### src/rtl/mmwave_uart_cmd_rx_if.sv
`default_nettype none
// ============================================================================
//  Module   : mmwave_uart_cmd_rx_if
//  Brief    : RX serial line plus configuration/status bundle of the command RX
//  Revision : 1.0 - initial release
// ============================================================================
interface mmwave_uart_cmd_rx_if;
    logic        rs232_rx_i;
    logic        vco_mode_o;
    logic [31:0] trigger_freq_psc_o;
    logic [4:0]  chirp_num_o;
    logic [15:0] chirp_freq_psc_o;
    logic [31:0] ad_clk_psc_o;
    logic [15:0] sample_psc_o;
    logic        cfg_update_o;
    logic [7:0]  rx_byte_o;
    logic        rx_byte_valid_o;
    logic        frame_err_o;
    logic        chk_err_o;
    logic        cmd_err_o;

    // Receiver side: consumes the serial line, produces configuration
    modport master (
        input  rs232_rx_i,
        output vco_mode_o, trigger_freq_psc_o, chirp_num_o, chirp_freq_psc_o,
        output ad_clk_psc_o, sample_psc_o, cfg_update_o,
        output rx_byte_o, rx_byte_valid_o, frame_err_o, chk_err_o, cmd_err_o
    );

    // Host/system side: drives the serial line, consumes configuration
    modport slave (
        output rs232_rx_i,
        input  vco_mode_o, trigger_freq_psc_o, chirp_num_o, chirp_freq_psc_o,
        input  ad_clk_psc_o, sample_psc_o, cfg_update_o,
        input  rx_byte_o, rx_byte_valid_o, frame_err_o, chk_err_o, cmd_err_o
    );
endinterface
`default_nettype wire

### src/rtl/mmwave_uart_cmd_rx.sv
`default_nettype none
// ============================================================================
//  Module   : mmwave_uart_cmd_rx
//  Brief    : 8N1 UART receiver and 7-byte command-frame decoder holding the
//             VCO / acquisition configuration registers
//  Revision : 1.0 - initial release
// ============================================================================
module mmwave_uart_cmd_rx #(
    parameter int SYS_CLK_FREQ_MHZ = 50,
    parameter int BAUD_RATE        = 921600,
    parameter int TIMEOUT_CLKS     = 50000
) (
    input  logic                  clk,
    input  logic                  rst_n,
    mmwave_uart_cmd_rx_if.master  bus
);

    localparam int c_CLKS_PER_BIT = (SYS_CLK_FREQ_MHZ * 1_000_000) / BAUD_RATE;
    localparam int c_HALF_BIT     = c_CLKS_PER_BIT / 2;
    localparam int c_BIT_CNT_W    = $clog2(c_CLKS_PER_BIT);
    localparam int c_TO_CNT_W     = $clog2(TIMEOUT_CLKS + 1);

    localparam logic [c_BIT_CNT_W-1:0] c_BIT_LAST  = c_BIT_CNT_W'(c_CLKS_PER_BIT - 1);
    localparam logic [c_BIT_CNT_W-1:0] c_HALF_LAST = c_BIT_CNT_W'(c_HALF_BIT - 1);
    localparam logic [c_TO_CNT_W-1:0]  c_TO_LAST   = c_TO_CNT_W'(TIMEOUT_CLKS - 1);
    localparam logic [7:0]             c_HEADER    = 8'hA5;

    typedef enum logic [1:0] {
        S_IDLE  = 2'd0,
        S_START = 2'd1,
        S_DATA  = 2'd2,
        S_STOP  = 2'd3
    } bit_state_t;

    typedef enum logic [2:0] {
        P_HDR = 3'd0,
        P_CMD = 3'd1,
        P_D3  = 3'd2,
        P_D2  = 3'd3,
        P_D1  = 3'd4,
        P_D0  = 3'd5,
        P_CHK = 3'd6
    } parse_state_t;

    // ------------------------------------------------------------------------
    // Input synchroniser; r_rx_prev gives the falling-edge reference
    // ------------------------------------------------------------------------
    logic r_rx_meta;
    logic r_rx_sync;
    logic r_rx_prev;

    always_ff @(posedge clk or negedge rst_n) begin
        if (!rst_n) begin
            r_rx_meta <= 1'b1;
            r_rx_sync <= 1'b1;
            r_rx_prev <= 1'b1;
        end else begin
            r_rx_meta <= bus.rs232_rx_i;
            r_rx_sync <= r_rx_meta;
            r_rx_prev <= r_rx_sync;
        end
    end

    // ------------------------------------------------------------------------
    // Bit-level receiver
    // ------------------------------------------------------------------------
    bit_state_t              r_bit_state;
    logic [c_BIT_CNT_W-1:0]  r_bit_clk;
    logic [2:0]              r_bit_idx;
    logic [7:0]              r_shift;
    logic                    r_brk_wait;
    logic [7:0]              r_rx_byte;
    logic                    r_rx_valid;
    logic                    r_frame_err;

    always_ff @(posedge clk or negedge rst_n) begin
        if (!rst_n) begin
            r_bit_state <= S_IDLE;
            r_bit_clk   <= '0;
            r_bit_idx   <= '0;
            r_shift     <= '0;
            r_brk_wait  <= 1'b0;
            r_rx_byte   <= '0;
            r_rx_valid  <= 1'b0;
            r_frame_err <= 1'b0;
        end else begin
            r_rx_valid  <= 1'b0;
            r_frame_err <= 1'b0;
            case (r_bit_state)
                S_IDLE: begin
                    r_bit_clk <= '0;
                    if (r_rx_prev && !r_rx_sync)
                        r_bit_state <= S_START;
                end
                S_START: begin
                    if (r_bit_clk == c_HALF_LAST) begin
                        r_bit_clk   <= '0;
                        r_bit_idx   <= '0;
                        // A high line at mid-start-bit is a glitch, not a byte
                        r_bit_state <= r_rx_sync ? S_IDLE : S_DATA;
                    end else begin
                        r_bit_clk <= r_bit_clk + 1'b1;
                    end
                end
                S_DATA: begin
                    if (r_bit_clk == c_BIT_LAST) begin
                        r_bit_clk <= '0;
                        r_shift   <= {r_rx_sync, r_shift[7:1]};
                        r_bit_idx <= r_bit_idx + 1'b1;
                        if (r_bit_idx == 3'd7)
                            r_bit_state <= S_STOP;
                    end else begin
                        r_bit_clk <= r_bit_clk + 1'b1;
                    end
                end
                S_STOP: begin
                    if (r_brk_wait) begin
                        // Hold off until the line is released after a bad stop bit
                        if (r_rx_sync) begin
                            r_brk_wait  <= 1'b0;
                            r_bit_state <= S_IDLE;
                        end
                    end else if (r_bit_clk == c_BIT_LAST) begin
                        r_bit_clk <= '0;
                        if (r_rx_sync) begin
                            r_rx_byte   <= r_shift;
                            r_rx_valid  <= 1'b1;
                            r_bit_state <= S_IDLE;
                        end else begin
                            r_frame_err <= 1'b1;
                            r_brk_wait  <= 1'b1;
                        end
                    end else begin
                        r_bit_clk <= r_bit_clk + 1'b1;
                    end
                end
                default: r_bit_state <= S_IDLE;
            endcase
        end
    end

    // ------------------------------------------------------------------------
    // Frame parser and configuration registers
    // ------------------------------------------------------------------------
    parse_state_t            r_p_state;
    logic [7:0]              r_cmd;
    logic [31:0]             r_value;
    logic [7:0]              r_chk_acc;
    logic [c_TO_CNT_W-1:0]   r_to_cnt;

    logic                    r_vco_mode;
    logic [31:0]             r_trigger_freq_psc;
    logic [4:0]              r_chirp_num;
    logic [15:0]             r_chirp_freq_psc;
    logic [31:0]             r_ad_clk_psc;
    logic [15:0]             r_sample_psc;
    logic                    r_cfg_update;
    logic                    r_chk_err;
    logic                    r_cmd_err;

    logic                    w_val_ok;
    logic                    w_chk_ok;

    always_comb begin
        w_val_ok = 1'b0;
        case (r_cmd)
            8'h01:        w_val_ok = 1'b1;
            8'h02, 8'h05: w_val_ok = (r_value != 32'd0);
            8'h03:        w_val_ok = (r_value[31:5] == '0) && (r_value[4:0] != '0);
            8'h04, 8'h06: w_val_ok = (r_value[31:16] == '0) && (r_value[15:0] != '0);
            default:      w_val_ok = 1'b0;
        endcase
    end

    assign w_chk_ok = (r_rx_byte == r_chk_acc);

    always_ff @(posedge clk or negedge rst_n) begin
        if (!rst_n) begin
            r_p_state          <= P_HDR;
            r_cmd              <= '0;
            r_value            <= '0;
            r_chk_acc          <= '0;
            r_to_cnt           <= '0;
            r_vco_mode         <= 1'b1;
            r_trigger_freq_psc <= 32'd2_500_000;
            r_chirp_num        <= 5'd2;
            r_chirp_freq_psc   <= 16'd5;
            r_ad_clk_psc       <= 32'd50;
            r_sample_psc       <= 16'd2;
            r_cfg_update       <= 1'b0;
            r_chk_err          <= 1'b0;
            r_cmd_err          <= 1'b0;
        end else begin
            r_cfg_update <= 1'b0;
            r_chk_err    <= 1'b0;
            r_cmd_err    <= 1'b0;
            if (r_frame_err) begin
                r_p_state <= P_HDR;
                r_to_cnt  <= '0;
            end else if (r_rx_valid) begin
                r_to_cnt <= '0;
                case (r_p_state)
                    P_HDR: if (r_rx_byte == c_HEADER) r_p_state <= P_CMD;
                    P_CMD: begin
                        r_cmd     <= r_rx_byte;
                        r_chk_acc <= r_rx_byte;
                        r_p_state <= P_D3;
                    end
                    P_D3: begin
                        r_value[31:24] <= r_rx_byte;
                        r_chk_acc      <= r_chk_acc ^ r_rx_byte;
                        r_p_state      <= P_D2;
                    end
                    P_D2: begin
                        r_value[23:16] <= r_rx_byte;
                        r_chk_acc      <= r_chk_acc ^ r_rx_byte;
                        r_p_state      <= P_D1;
                    end
                    P_D1: begin
                        r_value[15:8] <= r_rx_byte;
                        r_chk_acc     <= r_chk_acc ^ r_rx_byte;
                        r_p_state     <= P_D0;
                    end
                    P_D0: begin
                        r_value[7:0] <= r_rx_byte;
                        r_chk_acc    <= r_chk_acc ^ r_rx_byte;
                        r_p_state    <= P_CHK;
                    end
                    P_CHK: begin
                        r_p_state <= P_HDR;
                        if (!w_chk_ok) begin
                            r_chk_err <= 1'b1;
                        end else if (!w_val_ok) begin
                            r_cmd_err <= 1'b1;
                        end else begin
                            r_cfg_update <= 1'b1;
                            case (r_cmd)
                                8'h01:   r_vco_mode         <= r_value[0];
                                8'h02:   r_trigger_freq_psc <= r_value;
                                8'h03:   r_chirp_num        <= r_value[4:0];
                                8'h04:   r_chirp_freq_psc   <= r_value[15:0];
                                8'h05:   r_ad_clk_psc       <= r_value;
                                8'h06:   r_sample_psc       <= r_value[15:0];
                                default: ;
                            endcase
                        end
                    end
                    default: r_p_state <= P_HDR;
                endcase
            end else if (r_p_state != P_HDR) begin
                // Inter-byte silence inside a frame abandons it quietly
                if (r_to_cnt == c_TO_LAST) begin
                    r_p_state <= P_HDR;
                    r_to_cnt  <= '0;
                end else begin
                    r_to_cnt <= r_to_cnt + 1'b1;
                end
            end else begin
                r_to_cnt <= '0;
            end
        end
    end

    assign bus.vco_mode_o         = r_vco_mode;
    assign bus.trigger_freq_psc_o = r_trigger_freq_psc;
    assign bus.chirp_num_o        = r_chirp_num;
    assign bus.chirp_freq_psc_o   = r_chirp_freq_psc;
    assign bus.ad_clk_psc_o       = r_ad_clk_psc;
    assign bus.sample_psc_o       = r_sample_psc;
    assign bus.cfg_update_o       = r_cfg_update;
    assign bus.rx_byte_o          = r_rx_byte;
    assign bus.rx_byte_valid_o    = r_rx_valid;
    assign bus.frame_err_o        = r_frame_err;
    assign bus.chk_err_o          = r_chk_err;
    assign bus.cmd_err_o          = r_cmd_err;

endmodule
`default_nettype wire

### src/flat_wrapper.sv
// flat-port wrapper written by rule: the top's interface ports become plain ports
module mmwave_uart_cmd_rx_flat 
#(
    parameter int SYS_CLK_FREQ_MHZ = 50,
    parameter int BAUD_RATE        = 921600,
    parameter int TIMEOUT_CLKS     = 50000
)
  (clk, rst_n, bus_rs232_rx_i, bus_vco_mode_o, bus_trigger_freq_psc_o, bus_chirp_num_o, bus_chirp_freq_psc_o, bus_ad_clk_psc_o, bus_sample_psc_o, bus_cfg_update_o, bus_rx_byte_o, bus_rx_byte_valid_o, bus_frame_err_o, bus_chk_err_o, bus_cmd_err_o);
  mmwave_uart_cmd_rx_if bus_i ();
  input  logic clk;
  input  logic rst_n;
  input wire logic [$bits(bus_i.rs232_rx_i)-1:0] bus_rs232_rx_i;
  output wire logic [$bits(bus_i.vco_mode_o)-1:0] bus_vco_mode_o;
  output wire logic [$bits(bus_i.trigger_freq_psc_o)-1:0] bus_trigger_freq_psc_o;
  output wire logic [$bits(bus_i.chirp_num_o)-1:0] bus_chirp_num_o;
  output wire logic [$bits(bus_i.chirp_freq_psc_o)-1:0] bus_chirp_freq_psc_o;
  output wire logic [$bits(bus_i.ad_clk_psc_o)-1:0] bus_ad_clk_psc_o;
  output wire logic [$bits(bus_i.sample_psc_o)-1:0] bus_sample_psc_o;
  output wire logic [$bits(bus_i.cfg_update_o)-1:0] bus_cfg_update_o;
  output wire logic [$bits(bus_i.rx_byte_o)-1:0] bus_rx_byte_o;
  output wire logic [$bits(bus_i.rx_byte_valid_o)-1:0] bus_rx_byte_valid_o;
  output wire logic [$bits(bus_i.frame_err_o)-1:0] bus_frame_err_o;
  output wire logic [$bits(bus_i.chk_err_o)-1:0] bus_chk_err_o;
  output wire logic [$bits(bus_i.cmd_err_o)-1:0] bus_cmd_err_o;
  assign bus_i.rs232_rx_i = bus_rs232_rx_i;
  assign bus_vco_mode_o = bus_i.vco_mode_o;
  assign bus_trigger_freq_psc_o = bus_i.trigger_freq_psc_o;
  assign bus_chirp_num_o = bus_i.chirp_num_o;
  assign bus_chirp_freq_psc_o = bus_i.chirp_freq_psc_o;
  assign bus_ad_clk_psc_o = bus_i.ad_clk_psc_o;
  assign bus_sample_psc_o = bus_i.sample_psc_o;
  assign bus_cfg_update_o = bus_i.cfg_update_o;
  assign bus_rx_byte_o = bus_i.rx_byte_o;
  assign bus_rx_byte_valid_o = bus_i.rx_byte_valid_o;
  assign bus_frame_err_o = bus_i.frame_err_o;
  assign bus_chk_err_o = bus_i.chk_err_o;
  assign bus_cmd_err_o = bus_i.cmd_err_o;
  mmwave_uart_cmd_rx #(.SYS_CLK_FREQ_MHZ(SYS_CLK_FREQ_MHZ), .BAUD_RATE(BAUD_RATE), .TIMEOUT_CLKS(TIMEOUT_CLKS)) u_core (.clk(clk), .rst_n(rst_n), .bus(bus_i));
endmodule
### config.mk
export PLATFORM = sky130hd
export DESIGN_NAME = mmwave_uart_cmd_rx_flat
export DESIGN_NICKNAME = d
export VERILOG_FILES = /design/src/rtl/mmwave_uart_cmd_rx_if.sv /design/src/rtl/mmwave_uart_cmd_rx.sv /design/src/flat_wrapper.sv
export SDC_FILE = /design/constraint.sdc
export NUM_CORES = 1
export LEC_CHECK = 0
export BUFFER_PORTS_ARGS = -buffer_cell sky130_fd_sc_hd__buf_2
export CORE_UTILIZATION = 35
export DETAILED_ROUTE_END_ITERATION = 7
export MAX_ROUTING_LAYER = met4
export SYNTH_ARGS = -nofsm -noshare
export SYNTH_HDL_FRONTEND = slang
export SYNTH_SLANG_ARGS = --single-unit
export TNS_END_PERCENT = 100
### constraint.sdc
create_clock -name clk -period 2.2 [get_ports clk]
set_input_delay 0.22 -clock clk [delete_from_list [all_inputs] [get_ports clk]]
set_output_delay 0.22 -clock clk [all_outputs]
set_load 0.01 [all_outputs]
==> run summary, run 1 <==
Ys async rst share = 1.00
Syn Nets = 632
Worst EP required = 2590 ps
HPWL after detailed placement = 13.1 mm
Post-route ant nets = 0
Die span in x = 158 um
Crit Path Max Fanout = 6
Final Hold Viols = 0
Critical path class = reg -> reg
PD cells = 730 nW/um^2
Unique masters post-synth = 49
TritonCTS clock tree = yes
Final non-filler cell total = 1,156
Post-DR wirelength/cell = 17.4 um
Grt ovf = 0
Most Crowded Layer GR = met2
Filler cells = 2,200
Placed cell count = 1,103
Worst-Margin Slew = 529 ps
Pins over their slew limit = 0
Static leakage = 6.05 nW
M2 GR Usage = 0.257
Min cycle time layout = 2220 ps
Maxcap violations = 0
Syn avg cell area = 13.8 um^2
Drt first pass iters = 4
H-tree levels = 1
DRT Wirelength = 20.1 mm
Cells after Synth = 619
GR Util met3 = 0.0285
RSZ-0062 raised after global routing = yes
Final setup margin = -23.9 ps
Std cell rows = 56
Failing checks = negative setup slack
IO Port Bufs = 117
Worst setup SP type = flip-flop
Cell Area, Synth = 8510 um^2
Io pins = 118
Utilization after layout = 0.478
Clock Latency Late Sink = 520 ps
Setup violations, final = 24
Clock Tree Root = clkbuf_16
Initial core utilization = 0.360
Share of cells above drive strength 1 = 0.513
Yosys warnings = 0
GRT Resource Usage Total = 0.165
CTS Buf Count = 23
CORE AREA = 23,700 um^2
Fmax = 450 MHz
DR vias = 5,623
Cell area after layout = 11,300 um^2
ANT cells = 0
VDD IR max = 0.655 mV
Via/cell ratio = 4.86
Tcrit/Tclk final = 1.01
Seq cells post-synth = 205
Critical Path AT = 2620 ps
Hold WS = 246 ps
Overall power = 8.27 mW
Post-synth top flop = dfrtp_1
Die ar. = 25,000 um^2
Status = finished, violations left
Commonest non-fill, non-tap cell in the layout = dfrtp_1
Largest net degree at the start of global routing = 61
Area grow syn2layout = 33.0%
Setup Skew = 18.6 ps
Initial antenna violation count = 0
Nets@finish = 833
Most frequent cells in the layout = 186 x dfrtp_1, 116 x buf_2, 103 x mux2_2
Clock slew at reported path FFs = 60 ps
Met1 global-route usage = 0.224
Placed Instance Area = 10,100 um^2
DR iter-0 viols = 179
Number of remaining DRC errors = 0
Clk sink count = 205
Vias in the first global route = 5,682
Worst hold path type = in -> async
Critical Path End Type = flip-flop
GPL Wtd Cong = 0.775
Number of synthesized flops with an enable pin = 0
Die Y = 158 um
Rel. slew slack = 0.645
Seq/Total Area, Yosys = 0.605
First-pass GRT wire length = 31.2 mm
Clk buf depth = 3
-- what timing repair did --
item / in CTS / in global routing
hold endpoints to repair: 46 / 0
setup endpoints to repair: 101 / 101
resized for setup: 10 / 62
cloned: 2 / 4
pin swaps: 2 / 0
hold buffers: 2 / 0
setup buffers: 3 / 0
-- worst paths after layout --
kind,from,end,slack (ps),cells after the start
min in group clk,bus_rs232_rx_i,u_core.r_rx_meta$_DFF_PN1_,360,2
hold reg to reg,u_core.r_rx_meta$_DFF_PN1_,u_core.r_rx_sync$_DFF_PN1_,360,0
max in group asynchronous,rst_n,u_core.bus.trigger_freq_psc_o[13]$_DFFE_PN1P_,1200,3
hold / removal,rst_n,u_core.bus.chirp_freq_psc_o[3]$_DFFE_PN0P_,250,2
setup reg to reg,u_core.r_cmd[5]$_DFFE_PN0P_,u_core.bus.ad_clk_psc_o[21]$_DFFE_PN0P_,-20,7
setup / recovery,u_core.r_cmd[5]$_DFFE_PN0P_,u_core.bus.ad_clk_psc_o[21]$_DFFE_PN0P_,-20,7
-- cell families (layout without fill, tap and decap cells) --
| family | after synthesis | after routing | share of synthesized area |
|---|---|---|---|
| fa+ha+maj | 10 | 10 | 0.0147 |
| compound gates | 33 | 33 | 0.0263 |
| flops | 205 | 205 | 0.605 |
| buf+inv | 36 | 254 | 0.0172 |
| mux | 160 | 160 | 0.211 |
| xor+xnor | 30 | 30 | 0.0309 |
| simple gates | 145 | 145 | 0.0942 |
-- final cells by class --
cell class,count,area [um^2],area share
flip-flops and latches,205,5150,0.455
inverters,9,33.8,0.00298
repair buffers,203,1460,0.129
clock inverters,8,121,0.0107
clock buffers,34,647,0.0571
multi-input cells,378,3500,0.310
well taps,319,399,0.0353
-- flip-flops by register name, indices dropped and copies added, names as in the netlist, 3 cells and up, named ones only --
signal and cells:
u_core.bus.ad_clk_psc_o 32, u_core.bus.chirp_freq_psc_o 16, u_core.bus.chirp_num_o 5, u_core.bus.rx_byte_o 8
u_core.bus.sample_psc_o 16, u_core.bus.trigger_freq_psc_o 32, u_core.r_bit_clk 6, u_core.r_bit_idx 3
u_core.r_chk_acc 8, u_core.r_cmd 8, u_core.r_p_state 3, u_core.r_shift 8
u_core.r_to_cnt 16, u_core.r_value 32
-- layer usage --
metal	wire length [um]	part of all wire
met1	9770	0.49
met2	9040	0.45
met5	0	0
met4	401	0.020
met3	910	0.045
-- metrics by stage --
step,setup TNS (ps),setup WS [ps]
3_5_place_dp,-11220,-156
3_3_place_gp,-11070,-151
6_report,-226,-23.9
2_1_floorplan,-4.82,-4.82
4_1_cts,-20.8,-8.63
5_1_grt,-10850,-159
-- Yosys cell counts, types with 2 or more instances --
cell / count / area, um^2
nand2b_1: 2 / 12.5
nor2b_1: 9 / 56.3
and4_1: 2 / 17.5
nand3_2: 2 / 20.0
a22o_1: 3 / 26.3
a21boi_0: 2 / 15.0
o31ai_1: 2 / 15.0
inv_1: 9 / 33.8
buf_1: 3 / 11.3
mux2_2: 158 / 1780
and3_1: 8 / 50.1
nor4bb_1: 3 / 30.0
nand3_1: 13 / 65.1
nand2_1: 35 / 131
a21bo_2: 2 / 20.0
nor4b_1: 2 / 17.5
a41oi_1: 3 / 26.3
ha_1: 10 / 125
nor4_1: 6 / 37.5
dfstp_2: 19 / 499
nand4_1: 10 / 62.6
xnor2_1: 14 / 123
a21oi_1: 8 / 40.0
nor2_1: 28 / 105
a31oi_1: 4 / 25.0
nor3_1: 6 / 30.0
o21ai_0: 6 / 30.0
clkbuf_1: 15 / 56.3
and4b_1: 2 / 20.0
xor2_1: 16 / 140
nor3b_2: 2 / 25.0
or3_1: 5 / 31.3
buf_2: 8 / 40.0
dfrtp_1: 186 / 4650
nand3b_1: 2 / 15.0
-- worst max-delay path: stages (launching register included) --
cell and delay (ps):
dfrtp_1 380, or4_4 540, nor2_4 100, nor4b_4 260, nand4_1 150, buf_6 190
clkbuf_16 180, mux2_4 290
-- report_power, final --
| group | leakage, nW | internal (mW) | switching [mW] | total, mW |
|---|---|---|---|---|
| sequential | 2.79 | 3.82 | 0.0435 | 3.87 |
| combinational | 2.89 | 0.199 | 0.290 | 0.489 |
| clock | 0.373 | 2.39 | 1.53 | 3.91 |
| total | 6.05 | 6.41 | 1.86 | 8.27 |
Note: power is estimated with default switching activity, not from simulation.
==> run 2: changes to the inputs <==
clock period = 2.4 ns   (was 2.2 ns; I/O delays follow)
==> run 2 against run 1 <==
Against the previous run: the run now ends clean; critical path depth stayed put; global-route usage is 0.50 points lower; fmax is 4.8% lower; critical path type unchanged; critical endpoint is now u_core.bus.ad_clk_psc_o[3]$_DFFE_PN0P_.
==> run summary, run 2 (synthesis results as in run 1) <==
Filler cells = 2,259
Maxcap violations = 0
CTS Buf Count = 22
R2R cell count = 7
DR vias = 5,413
Critical Path End Type = flip-flop
GRT Resource Usage Total = 0.160
Post-route ant nets = 0
Final non-filler cell total = 1,115
Place WS = -101 ps
Rel. slew slack = 0.522
Die ar. = 25,000 um^2
Grt ovf = 0
Crit-path cells = nor4_1, nand3_2, a2111o_1, nand4_1, buf_4, clkbuf_16, mux2_2
Share of cells above drive strength 1 = 0.486
Worst EP required = 2780 ps
Utilization after layout = 0.452
Drt first pass iters = 4
Io pins = 118
Status = complete, no violations
Nets@finish = 793
VDD IR max = 0.394 mV
HPWL after detailed placement = 12.7 mm
Critical path buffers and inverters = 2
Overall power = 7.53 mW
CP top delay family = simple AND/OR/NAND/NOR gates
Worst path max stage delay = 460 ps
Worst-Margin Slew = 717 ps
GPL Wtd Cong = 0.730
Crit Path Max Fanout = 10
CORE AREA = 23,700 um^2
Number of remaining DRC errors = 0
Hold WS = 278 ps
Clock Tree Root = clkbuf_16
Min cycle time layout = 2340 ps
Final setup margin = 63.5 ps
Initial core utilization = 0.360
Std cell rows = 56
Static leakage = 5.62 nW
TritonCTS clock tree = yes
DRT Wirelength = 19.2 mm
R2R Setup Slk = 60 ps
PD cells = 703 nW/um^2
Most frequent cells in the layout = 186 x dfrtp_1, 158 x mux2_2, 116 x buf_2
Pins over their slew limit = 0
Placed cell count = 1,068
Die span in x = 158 um
Clk sink count = 205
Critical path class = reg -> reg
IO Port Bufs = 117
Critical Path AT = 2720 ps
Clock slew at reported path FFs = 60 ps
H-tree levels = 1
Initial antenna violation count = 0
Setup violations, final = 0
Die Y = 158 um
Setup Skew = 6.30 ps
Crit path depth = 7
Worst setup SP type = flip-flop
Final Hold Viols = 0
Largest net degree at the start of global routing = 67
DR iter-0 viols = 275
Placed Instance Area = 9800 um^2
Clk buf depth = 3
Final TNS setup = 0 ps
Vias in the first global route = 5,402
Via/cell ratio = 4.85
First-pass GRT wire length = 30.2 mm
Worst hold path type = in -> async
Cell area after layout = 10,700 um^2
Post-DR wirelength/cell = 17.2 um
Fmax = 428 MHz
Area grow syn2layout = 25.7%
Slowest stage cell, crit path = dfrtp_1
Commonest non-fill, non-tap cell in the layout = dfrtp_1
Clock Latency Late Sink = 500 ps
ANT cells = 0
Tcrit/Tclk final = 0.974
run 2: path summary, 6_finish.rpt:
kind | from | to
worst max-delay path | u_core.r_value[15]$_DFFE_PN0P_ | u_core.bus.ad_clk_psc_o[3]$_DFFE_PN0P_
worst min-delay path | rst_n | u_core.bus.chirp_freq_psc_o[3]$_DFFE_PN0P_
worst max register to register | u_core.r_value[15]$_DFFE_PN0P_ | u_core.bus.ad_clk_psc_o[3]$_DFFE_PN0P_
worst min register to register | u_core.r_rx_meta$_DFF_PN1_ | u_core.r_rx_sync$_DFF_PN1_
max in group asynchronous | rst_n | u_core.bus.chirp_freq_psc_o[0]$_DFFE_PN1P_
min in group clk | u_core.r_rx_meta$_DFF_PN1_ | u_core.r_rx_sync$_DFF_PN1_
run 2: final cells by class:
| class | instances | area (um^2) | area share |
|---|---|---|---|
| Clock inverter | 7 | 116 | 0.0109 |
| Clock buffer | 33 | 653 | 0.0610 |
| Multi-Input combinational cell | 378 | 3260 | 0.305 |
| Sequential cell | 205 | 5150 | 0.482 |
| Inverter | 9 | 33.8 | 0.00316 |
| Timing Repair Buffer | 164 | 1090 | 0.102 |
| Tap cell | 319 | 399 | 0.0373 |
run 2: timing repair:
| action | CTS | global route |
|---|---|---|
| gates cloned | 0 | 2 |
| hold endpoints to repair | 51 | 0 |
| pin swaps | 0 | 2 |
| gates resized for setup | 1 | 6 |
| hold buffers | 2 | 0 |
| setup endpoints to repair | 101 | 101 |
| setup buffers | 0 | 3 |
run 2: layer usage:
metal	vias up	routed length, um	GRT usage
li1	2508	-	-
met1	2753	9310	0.221
met2	128	8640	0.248
met3	24	864	0.0268
met4	0	333	0.0330
met5	-	0	-
run 2: power breakdown:
group          total (mW)  switching [mW]  internal, mW
registers            3.54          0.0414          3.50
clock network        3.55            1.35          2.21
logic               0.431           0.270         0.161
run 2: worst reg2reg max path, stage by stage, from the launching register on:
cell and delay [ps]:
dfrtp_1 460, nor4_1 330, nand3_2 190, a2111o_1 420
nand4_1 110, buf_4 180, clkbuf_16 190, mux2_2 330
